`src/rtl/harvard_bus_bridge.sv`:
```
// harvard_bus_bridge: serialises the core's fetch and data access onto one
// Avalon-MM bus and advances the core one clock per completed step.
//
// Ports:
//   clk, reset                 clock and asynchronous active-high reset
//   cpu_clk_enable             one-cycle pulse per core step (high in reset)
//   cpu_active                 core running flag; low parks the bridge
//   cpu_instr_address/readdata fetch address and latched instruction word
//   cpu_data_address/read/write/writedata/readdata
//                              core data port and latched data word
//   avm_*                      Avalon-MM master port (full-word accesses)
//   bus_error                  sticky waitrequest timeout flag
module harvard_bus_bridge #(
  parameter bit          SKIP_REFETCH = 1'b1,
  parameter int unsigned WAIT_LIMIT   = 0
)(
  input  logic        clk,
  input  logic        reset,
  output logic        cpu_clk_enable,
  input  logic        cpu_active,
  input  logic [31:0] cpu_instr_address,
  output logic [31:0] cpu_instr_readdata,
  input  logic [31:0] cpu_data_address,
  input  logic        cpu_data_read,
  input  logic        cpu_data_write,
  input  logic [31:0] cpu_data_writedata,
  output logic [31:0] cpu_data_readdata,
  output logic [31:0] avm_address,
  output logic        avm_read,
  output logic        avm_write,
  output logic [31:0] avm_writedata,
  output logic [3:0]  avm_byteenable,
  input  logic        avm_waitrequest,
  input  logic [31:0] avm_readdata,
  output logic        bus_error
);

  typedef enum logic [2:0] {
    S_RST,
    S_FETCH,
    S_DECODE,
    S_DATA_RD,
    S_DATA_WR,
    S_STEP,
    S_HALT
  } state_t;

  localparam logic [31:0] WLIM = WAIT_LIMIT[31:0];

  state_t      state, state_nx;
  logic [31:0] ireg, dreg, iaddr_q;
  logic        ivalid;
  logic [31:0] wait_cnt;
  logic        hit, strobe, accept, timeout;

  assign hit = SKIP_REFETCH && ivalid
            && (cpu_instr_address == iaddr_q);

  // Strobes are decoded from state; the core is stalled while the
  // bridge is busy, so its address/data inputs are stable here.
  always_comb begin
    state_nx      = state;
    avm_read      = 1'b0;
    avm_write     = 1'b0;
    avm_address   = 32'h0;
    avm_writedata = 32'h0;
    unique case (state)
      S_RST:   state_nx = S_FETCH;
      S_FETCH: begin
        if (!cpu_active) begin
          state_nx = S_HALT;
        end else if (hit) begin
          state_nx = S_DECODE;
        end else begin
          avm_read    = 1'b1;
          avm_address = cpu_instr_address;
          if (!avm_waitrequest) state_nx = S_DECODE;
        end
      end
      S_DECODE: begin
        if (cpu_data_read)       state_nx = S_DATA_RD;
        else if (cpu_data_write) state_nx = S_DATA_WR;
        else                     state_nx = S_STEP;
      end
      S_DATA_RD: begin
        avm_read    = 1'b1;
        avm_address = cpu_data_address;
        if (!avm_waitrequest)
          state_nx = cpu_data_write ? S_DATA_WR : S_STEP;
      end
      S_DATA_WR: begin
        avm_write     = 1'b1;
        avm_address   = cpu_data_address;
        avm_writedata = cpu_data_writedata;
        if (!avm_waitrequest) state_nx = S_STEP;
      end
      S_STEP:  state_nx = S_FETCH;
      S_HALT:  state_nx = S_HALT;
      default: state_nx = S_RST;
    endcase
    strobe  = avm_read | avm_write;
    accept  = strobe & ~avm_waitrequest;
    // Timeout fires on the WAIT_LIMIT-th stalled cycle; strobes
    // drop on the following cycle once HALT is entered.
    timeout = (WLIM != 32'd0) && strobe && avm_waitrequest
           && (wait_cnt == WLIM - 32'd1);
    if (timeout) state_nx = S_HALT;
  end

  always_ff @(posedge clk or posedge reset) begin
    if (reset) begin
      state     <= S_RST;
      ireg      <= 32'h0;
      dreg      <= 32'h0;
      iaddr_q   <= 32'h0;
      ivalid    <= 1'b0;
      wait_cnt  <= 32'h0;
      bus_error <= 1'b0;
    end else begin
      state <= state_nx;
      if (timeout) bus_error <= 1'b1;
      if (accept || !strobe) wait_cnt <= 32'h0;
      else                   wait_cnt <= wait_cnt + 32'd1;
      if (accept && state == S_FETCH) begin
        ireg    <= avm_readdata;
        iaddr_q <= cpu_instr_address;
        ivalid  <= 1'b1;
      end
      if (accept && state == S_DATA_RD)
        dreg <= avm_readdata;
      // A store over the cached instruction word forces a refetch.
      if (accept && state == S_DATA_WR
          && cpu_data_address[31:2] == iaddr_q[31:2])
        ivalid <= 1'b0;
    end
  end

  assign cpu_clk_enable     = reset | (state == S_STEP);
  assign cpu_instr_readdata = ireg;
  assign cpu_data_readdata  = dreg;
  assign avm_byteenable     = 4'hF;

endmodule

```
`config.mk`:
```
export PLATFORM = sky130hd
export DESIGN_NAME = harvard_bus_bridge
export DESIGN_NICKNAME = d
export VERILOG_FILES = /design/src/rtl/harvard_bus_bridge.sv
export SDC_FILE = /design/constraint.sdc
export NUM_CORES = 1
export LEC_CHECK = 0
export CAP_MARGIN = 0
export CORE_MARGIN = 3
export CORE_UTILIZATION = 41
export DETAILED_ROUTE_END_ITERATION = 16
export PLACE_DENSITY_LB_ADDON = 0.12
export SLEW_MARGIN = 20
export SYNTH_ARGS = -nofsm -noshare
export SYNTH_HDL_FRONTEND = slang
export SYNTH_SLANG_ARGS = --single-unit
```
`constraint.sdc`:
```
create_clock -name clk -period 3.4 [get_ports clk]
set_clock_uncertainty 0.2 [all_clocks]
set_input_delay 0.34 -clock clk [delete_from_list [all_inputs] [get_ports clk]]
set_output_delay 0.34 -clock clk [all_outputs]
set_load 0.05 [all_outputs]
```
==> reports/summary.txt, run 1 <==
Yosys top cell area share - 0.4597
Routed wire per std cell - 19.73 um
Post-CTS Setup Bufs - 0
Num CTS Buffers - 9
Async S/R FF share, synth - 1.000
Status - finished clean
Post_cts resized - 0
Post-synth top flop - dfrtp_1
Pwr/cell area - 1048 nW/um^2
Final period utilization - 0.9238
Die height - 121.2 um
Core Box Area - 12820 um^2
Pin count of the biggest net entering global routing - 55
Hold-fix buffers, CTS - 0
Critical path launch point type - primary input
DRT antenna net count - 0
Via count - 4382
Mapped cell area - 5444 um^2
Post-synth EDFFs - 0
FF-to-FF Start - iaddr_q[15]
Met2 WL - 8722 um
Initial Util - 0.4245
Drt drc - 0
Fin cells - 858
Critical path, cell by cell - clkdlybuf4s50_1 -> xnor2_1 -> nand4_1 -> nor3_1 -> nand4_4 -> buf_12 -> a32o_1 -> buf_4
Static Leak - 3.590 nW
MaxCap Viol Count - 0
CTS max path bufs - 2
Setup crit end kind - output port
Yosys cell types - 40
Setup TNS - 0 ns
Syn Area/Cell - 12.84 um^2
Final number of hold-violating endpoints - 0
Clock Sinks - 100
Share of layout cells above drive strength 1 - 0.2204
Final setup violating endpoints - 0
Worst hold path type - primary input to asynchronous set/reset pin
CP max FO - 28
TritonCTS clock tree - built
GR Overflow Total - 0
Port bufs - 264
CP max stage delay - 0.60 ns
Filler instances - 1012
Max VDD drop - 0.6511 mV
Gr usage total - 0.2273
FF+latch count, synth - 100
Die ar. - 14700 um^2
Cell family with most CP delay - buffers and inverters
Area leader, netlist - dfrtp_1
RSZ-0062 raised after global routing - no
Tmin final - 3.141 ns
Number of global-route vias before repair - 4672
Slew Limit Fails - 0
Reg2Reg Capture Point - cpu_instr_readdata[6]
Initial antenna violation count - 2
Router iterations before antenna repair - 4
Fmax - 318.4 MHz
GPL Wtd Cong - 0.8448
Worst Path Buf+Inv - 3
CTS root buf - clkbuf_16
Critical Path RT - 2.86 ns
R2R Setup Slk - 0.77 ns
Crit Path Category - primary input to output port
H-Tree Depth - 3
Worst path slowest cell - clkdlybuf4s50_1
Commonest non-fill, non-tap cell in the layout - clkdlybuf4s50_1
Syn Inst Count - 424
Net count, final - 814
Sequential share of the synthesized area - 0.4597
Area Growth Syn to Fin - 54.77%
Boundary Pins - 270
Crit path from - cpu_instr_address[19]
Clock-pin slew on the worst setup and hold paths - 0.06 ns
Wire length on met3 - 1606 um
Total power - 8.829 mW
Iter 0 DRT Violations - 150
Worst-Skew Late Latency - 0.33 ns
Final worst slack - 0.2590 ns
M1 WL - 6308 um
Top post-synthesis cells by area - dfrtp_1 (46%), mux2_4 (11%), mux2_2 (9.3%)
WP data arrival - 2.60 ns
WHS - 0.2821 ns
Vias per cell - 5.107
Post-DP HPWL - 13320 um
Die Wd - 121.2 um
Global-route wire length before repair - 25770 um
Relative slew slack - 0.5862
Num rows - 41
Placed Cells - 841
Dpl ws - 0.2542 ns
R2r worst-path depth - 7
Top Metal Used - met5
Slew @ Worst Pin - 0.6206 ns
Total wire length - 16930 um
Synth Warn # - 0
Commonest non-fill, non-tap cells in the layout - clkdlybuf4s50_1 (231), dfrtp_1 (100), mux2_2 (45), mux2_4 (40), buf_4 (39)
synth_stat cells, types with 6 or more instances:
cell type / instances
inv_1: 7
nor4_1: 6
buf_2: 7
a32o_1: 32
dfrtp_1: 100
mux2_1: 9
buf_4: 6
nand4_1: 8
nand2_1: 11
and2_1: 32
xor2_1: 25
o21ai_0: 7
xnor2_1: 33
mux2_4: 40
mux2_2: 45
clkbuf_1: 13
metrics by stage:
| stage | instance area (um^2) | utilization |
|---|---|---|
| 6_report | 8426 | 0.6570 |
| 5_1_grt | 8426 | 0.6570 |
| 4_1_cts | 8423 | 0.6568 |
| 3_5_place_dp | 8129 | 0.6339 |
| 3_3_place_gp | 8129 | 0.6339 |
| 2_1_floorplan | 5455 | - |
layout make-up:
type	instances	area, um^2	area share
Inverter	7	28.78	0.003416
Antenna cell	1	2.502	0.0002970
Tap cell	172	215.2	0.02554
Clock buffer	10	229.0	0.02718
Multi-Input combinational cell	288	2698	0.3202
Clock inverter	6	65.06	0.007722
Sequential cell	100	2502	0.2970
Timing Repair Buffer	274	2685	0.3187
routing by layer:
metal  vias up  GRT usage
met5         -          0
met3        20    0.07599
met1      2144     0.2569
met4         2    0.06232
li1       2019          -
met2       197     0.4092
power by group:
group	internal, mW	total, mW	switching [mW]
Combinational	2.19	5.55	3.35
Sequential	1.79	2.27	0.479
Clock	0.571	1.01	0.440
Total	4.56	8.83	4.27
cell families after synthesis:
family                    Yosys count  synth area share
xor gates and xnor gates           58           0.09331
AOI/OAI and AO/OA                  48           0.07906
other                               2          0.001380
and+or+nand+nor                    81           0.09125
DFF                               100            0.4597
muxes                              96            0.2257
buffers and inverters              39           0.04964
registers in the layout, summed over array words and instances, names as in the netlist:
signal and cells:
cpu_instr_readdata 32, cpu_data_readdata 32, iaddr_q 32, ivalid 1, state 3
how the worst max path moves through the flow:
stage | end | slack, ns | cells past startpoint
floorplan | cpu_data_readdata[0] | 0.24 | 1
global placement | avm_address[11] | 0.20 | 8
detailed placement | avm_address[10] | 0.25 | 8
CTS | avm_address[10] | 0.24 | 8
global route | avm_address[10] | 0.19 | 8
finish | avm_address[10] | 0.26 | 8
worst reg2reg max path: stages (launching register included):
cell and delay [ns]:
dfrtp_1 0.43, xnor2_1 0.18, nand4_1 0.15, nor3_1 0.36
nand4_4 0.25, nand2_4 0.30, buf_4 0.30, mux2_4 0.33
(Power assumes the default switching activity.)
==> run 2: changes to the inputs <==
--- a/config.mk
+++ b/config.mk
@@ -10,7 +10,7 @@
 export CORE_UTILIZATION = 41
 export DETAILED_ROUTE_END_ITERATION = 16
 export PLACE_DENSITY_LB_ADDON = 0.12
-export SLEW_MARGIN = 20
+export SLEW_MARGIN = 10
 export SYNTH_ARGS = -nofsm -noshare
 export SYNTH_HDL_FRONTEND = slang
 export SYNTH_SLANG_ARGS = --single-unit
==> results of run 2 <==
No change in the layout: final DEF, timing and power equal those of run 1.
==> run 3: changes to the inputs <==
--- a/config.mk
+++ b/config.mk
@@ -9,6 +9,7 @@
 export CORE_MARGIN = 3
 export CORE_UTILIZATION = 41
 export DETAILED_ROUTE_END_ITERATION = 16
+export MAX_ROUTING_LAYER = met4
 export PLACE_DENSITY_LB_ADDON = 0.12
 export SLEW_MARGIN = 10
 export SYNTH_ARGS = -nofsm -noshare
==> run 3 against run 2 <==
Sequential cell count unchanged. Die area unchanged. Fmax down 0.36%. Clock power about the same. Via count about the same. Critical path depth unchanged. Highest routed layer is now met4.
==> reports/summary.txt, run 3 (synthesized netlist as in run 1, its figures left out) <==
Static Leak - 3.590 nW (about the same)
Vias per cell - 5.105 (about the same)
Setup crit end kind - output port
Die height - 121.2 um (unchanged)
Slew @ Worst Pin - 0.6196 ns (-0.001073 ns)
Clock-pin slew on the worst setup and hold paths - 0.06 ns (about the same)
Commonest non-fill, non-tap cell in the layout - clkdlybuf4s50_1
Setup TNS - 0 ns (unchanged)
Post-CTS Setup Bufs - 0 (unchanged)
Final worst slack - 0.2476 ns (-0.01144 ns)
Placed Cells - 841 (unchanged)
Area Growth Syn to Fin - 54.81% (about the same)
Final number of hold-violating endpoints - 0 (unchanged)
Pwr/cell area - 1048 nW/um^2 (about the same)
Net count, final - 814 (unchanged)
CTS max path bufs - 2 (unchanged)
Logic pwr share - 0.628 (about the same)
Int Pwr - 4.556 mW (about the same)
H-Tree Depth - 3 (unchanged)
Slew Limit Fails - 0 (unchanged)
Relative slew slack - 0.5870 (+0.0007150)
Final setup violating endpoints - 0 (unchanged)
Tmin final - 3.152 ns (+0.01144 ns)
Die Wd - 121.2 um (unchanged)
Clock Power Share - 0.115 (about the same)
Gr usage total - 0.2335 (+0.006226)
Port bufs - 264 (unchanged)
Flop pwr share - 0.257 (about the same)
Post-DP HPWL - 13320 um (unchanged)
Commonest non-fill, non-tap cells in the layout - clkdlybuf4s50_1 (231), dfrtp_1 (100), mux2_2 (45), mux2_4 (40), buf_4 (39)
Via count - 4385 (+0.068%)
WP data arrival - 2.61 ns (about the same)
Cell area after layout - 8428 um^2 (about the same)
NetSw - 4.279 mW (+0.13%)
Net Sw Frac - 0.4843 (about the same)
Critical Path RT - 2.86 ns (about the same)
Core Box Area - 12820 um^2 (unchanged)
Number of global-route vias before repair - 4684 (+0.26%)
Fin cells - 859 (+0.12%)
CP max FO - 28 (unchanged)
Status - finished clean
WHS - 0.2799 ns (-0.002169 ns)
Global-route wire length before repair - 25680 um (-0.35%)
Initial Util - 0.4245 (unchanged)
Boundary Pins - 270 (unchanged)
Pin count of the biggest net entering global routing - 55 (unchanged)
Post_cts resized - 0 (unchanged)
Num rows - 41 (unchanged)
GPL Wtd Cong - 0.8581 (+1.6%)
Placed Area - 8129 um^2 (unchanged)
Initial antenna violation count - 2 (unchanged)
Clock Sinks - 100 (unchanged)
Critical path launch point type - primary input
GR Overflow Total - 0 (unchanged)
Drt drc - 0 (unchanged)
Router iterations before antenna repair - 5 (+1)
Worst-Skew Late Latency - 0.34 ns (about the same)
Iter 0 DRT Violations - 181 (+21%)
Hold-fix buffers, CTS - 0 (unchanged)
CTS root buf - clkbuf_16
TritonCTS clock tree - built
DRT antenna net count - 0 (unchanged)
Dpl ws - 0.2542 ns (unchanged)
Fmax - 317.2 MHz (-0.36%)
Share of layout cells above drive strength 1 - 0.2204 (unchanged)
Crit Path Category - primary input to output port
Final period utilization - 0.9272 (+0.003364)
Die ar. - 14700 um^2 (unchanged)
MaxCap Viol Count - 0 (unchanged)
Routed wire per std cell - 19.73 um (about the same)
Max VDD drop - 0.6501 mV (-0.15%)
Num CTS Buffers - 9 (unchanged)
Worst hold path type - primary input to asynchronous set/reset pin
Total wire length - 16950 um (+0.16%)
RSZ-0062 raised after global routing - no
[run 3: cell types whose count changed in the layout (fill, tap and decap cells not counted), sizes merged]
| cell | change |
|---|---|
| diode | +1 |
[run 3: path summary, 6_finish.rpt]
kind                                             from                     to  slack [ns]  depth (start not counted)
worst max-delay path            cpu_instr_address[19]        avm_address[10]        0.25                          8
worst min-delay path                            reset               state[2]        0.28                          2
worst max register to register            iaddr_q[15]  cpu_instr_readdata[6]        0.76                          7
worst min register to register  cpu_data_readdata[26]  cpu_data_readdata[26]        0.30                          1
max in group asynchronous                       reset   cpu_data_readdata[1]        2.01                          3
min in group clk                cpu_data_readdata[26]  cpu_data_readdata[26]        0.30                          1
[run 3: critical path: stages]
cell and delay [ns]:
clkdlybuf4s50_1 0.60, xnor2_1 0.15, nand4_1 0.15, nor3_1 0.37, nand4_4 0.25, buf_12 0.24, a32o_1 0.30, buf_4 0.20
[run 3: routing by layer]
metal,vias up,track usage,part of all wire
li1,2018,-,-
met1,2152,0.2581,0.38
met2,198,0.4088,0.52
met3,17,0.07413,0.093
met4,0,0.06232,0.012
met5,-,-,0
[run 3: final cells by class]
class | instances | area [um^2]
multi-input combinational | 288 | 2698
antenna | 2 | 5.005
sequential | 100 | 2502
fill | 1011 | 4397
clock buffer | 10 | 229.0
inverter | 7 | 28.78
timing repair buffer | 274 | 2685
tap | 172 | 215.2
clock inverter | 6 | 65.06
[run 3: power by group through the flow]
stage | logic [mW] | registers, mW | clock network, mW
finish | 5.55 | 2.27 | 1.02
global route | 5.80 | 2.36 | 1.09
CTS | 5.59 | 2.28 | 1.04
detailed placement | 5.57 | 2.28 | 0
global placement | 5.51 | 2.24 | 0
floorplan | 2.55 | 3.53 | 0
[run 3: stage by stage]
step	utilization	total power, mW
floorplan	-	6.085
global placement	0.6339	7.757
detailed placement	0.6339	7.851
CTS	0.6568	8.911
global route	0.6572	9.256
finish	0.6572	8.835
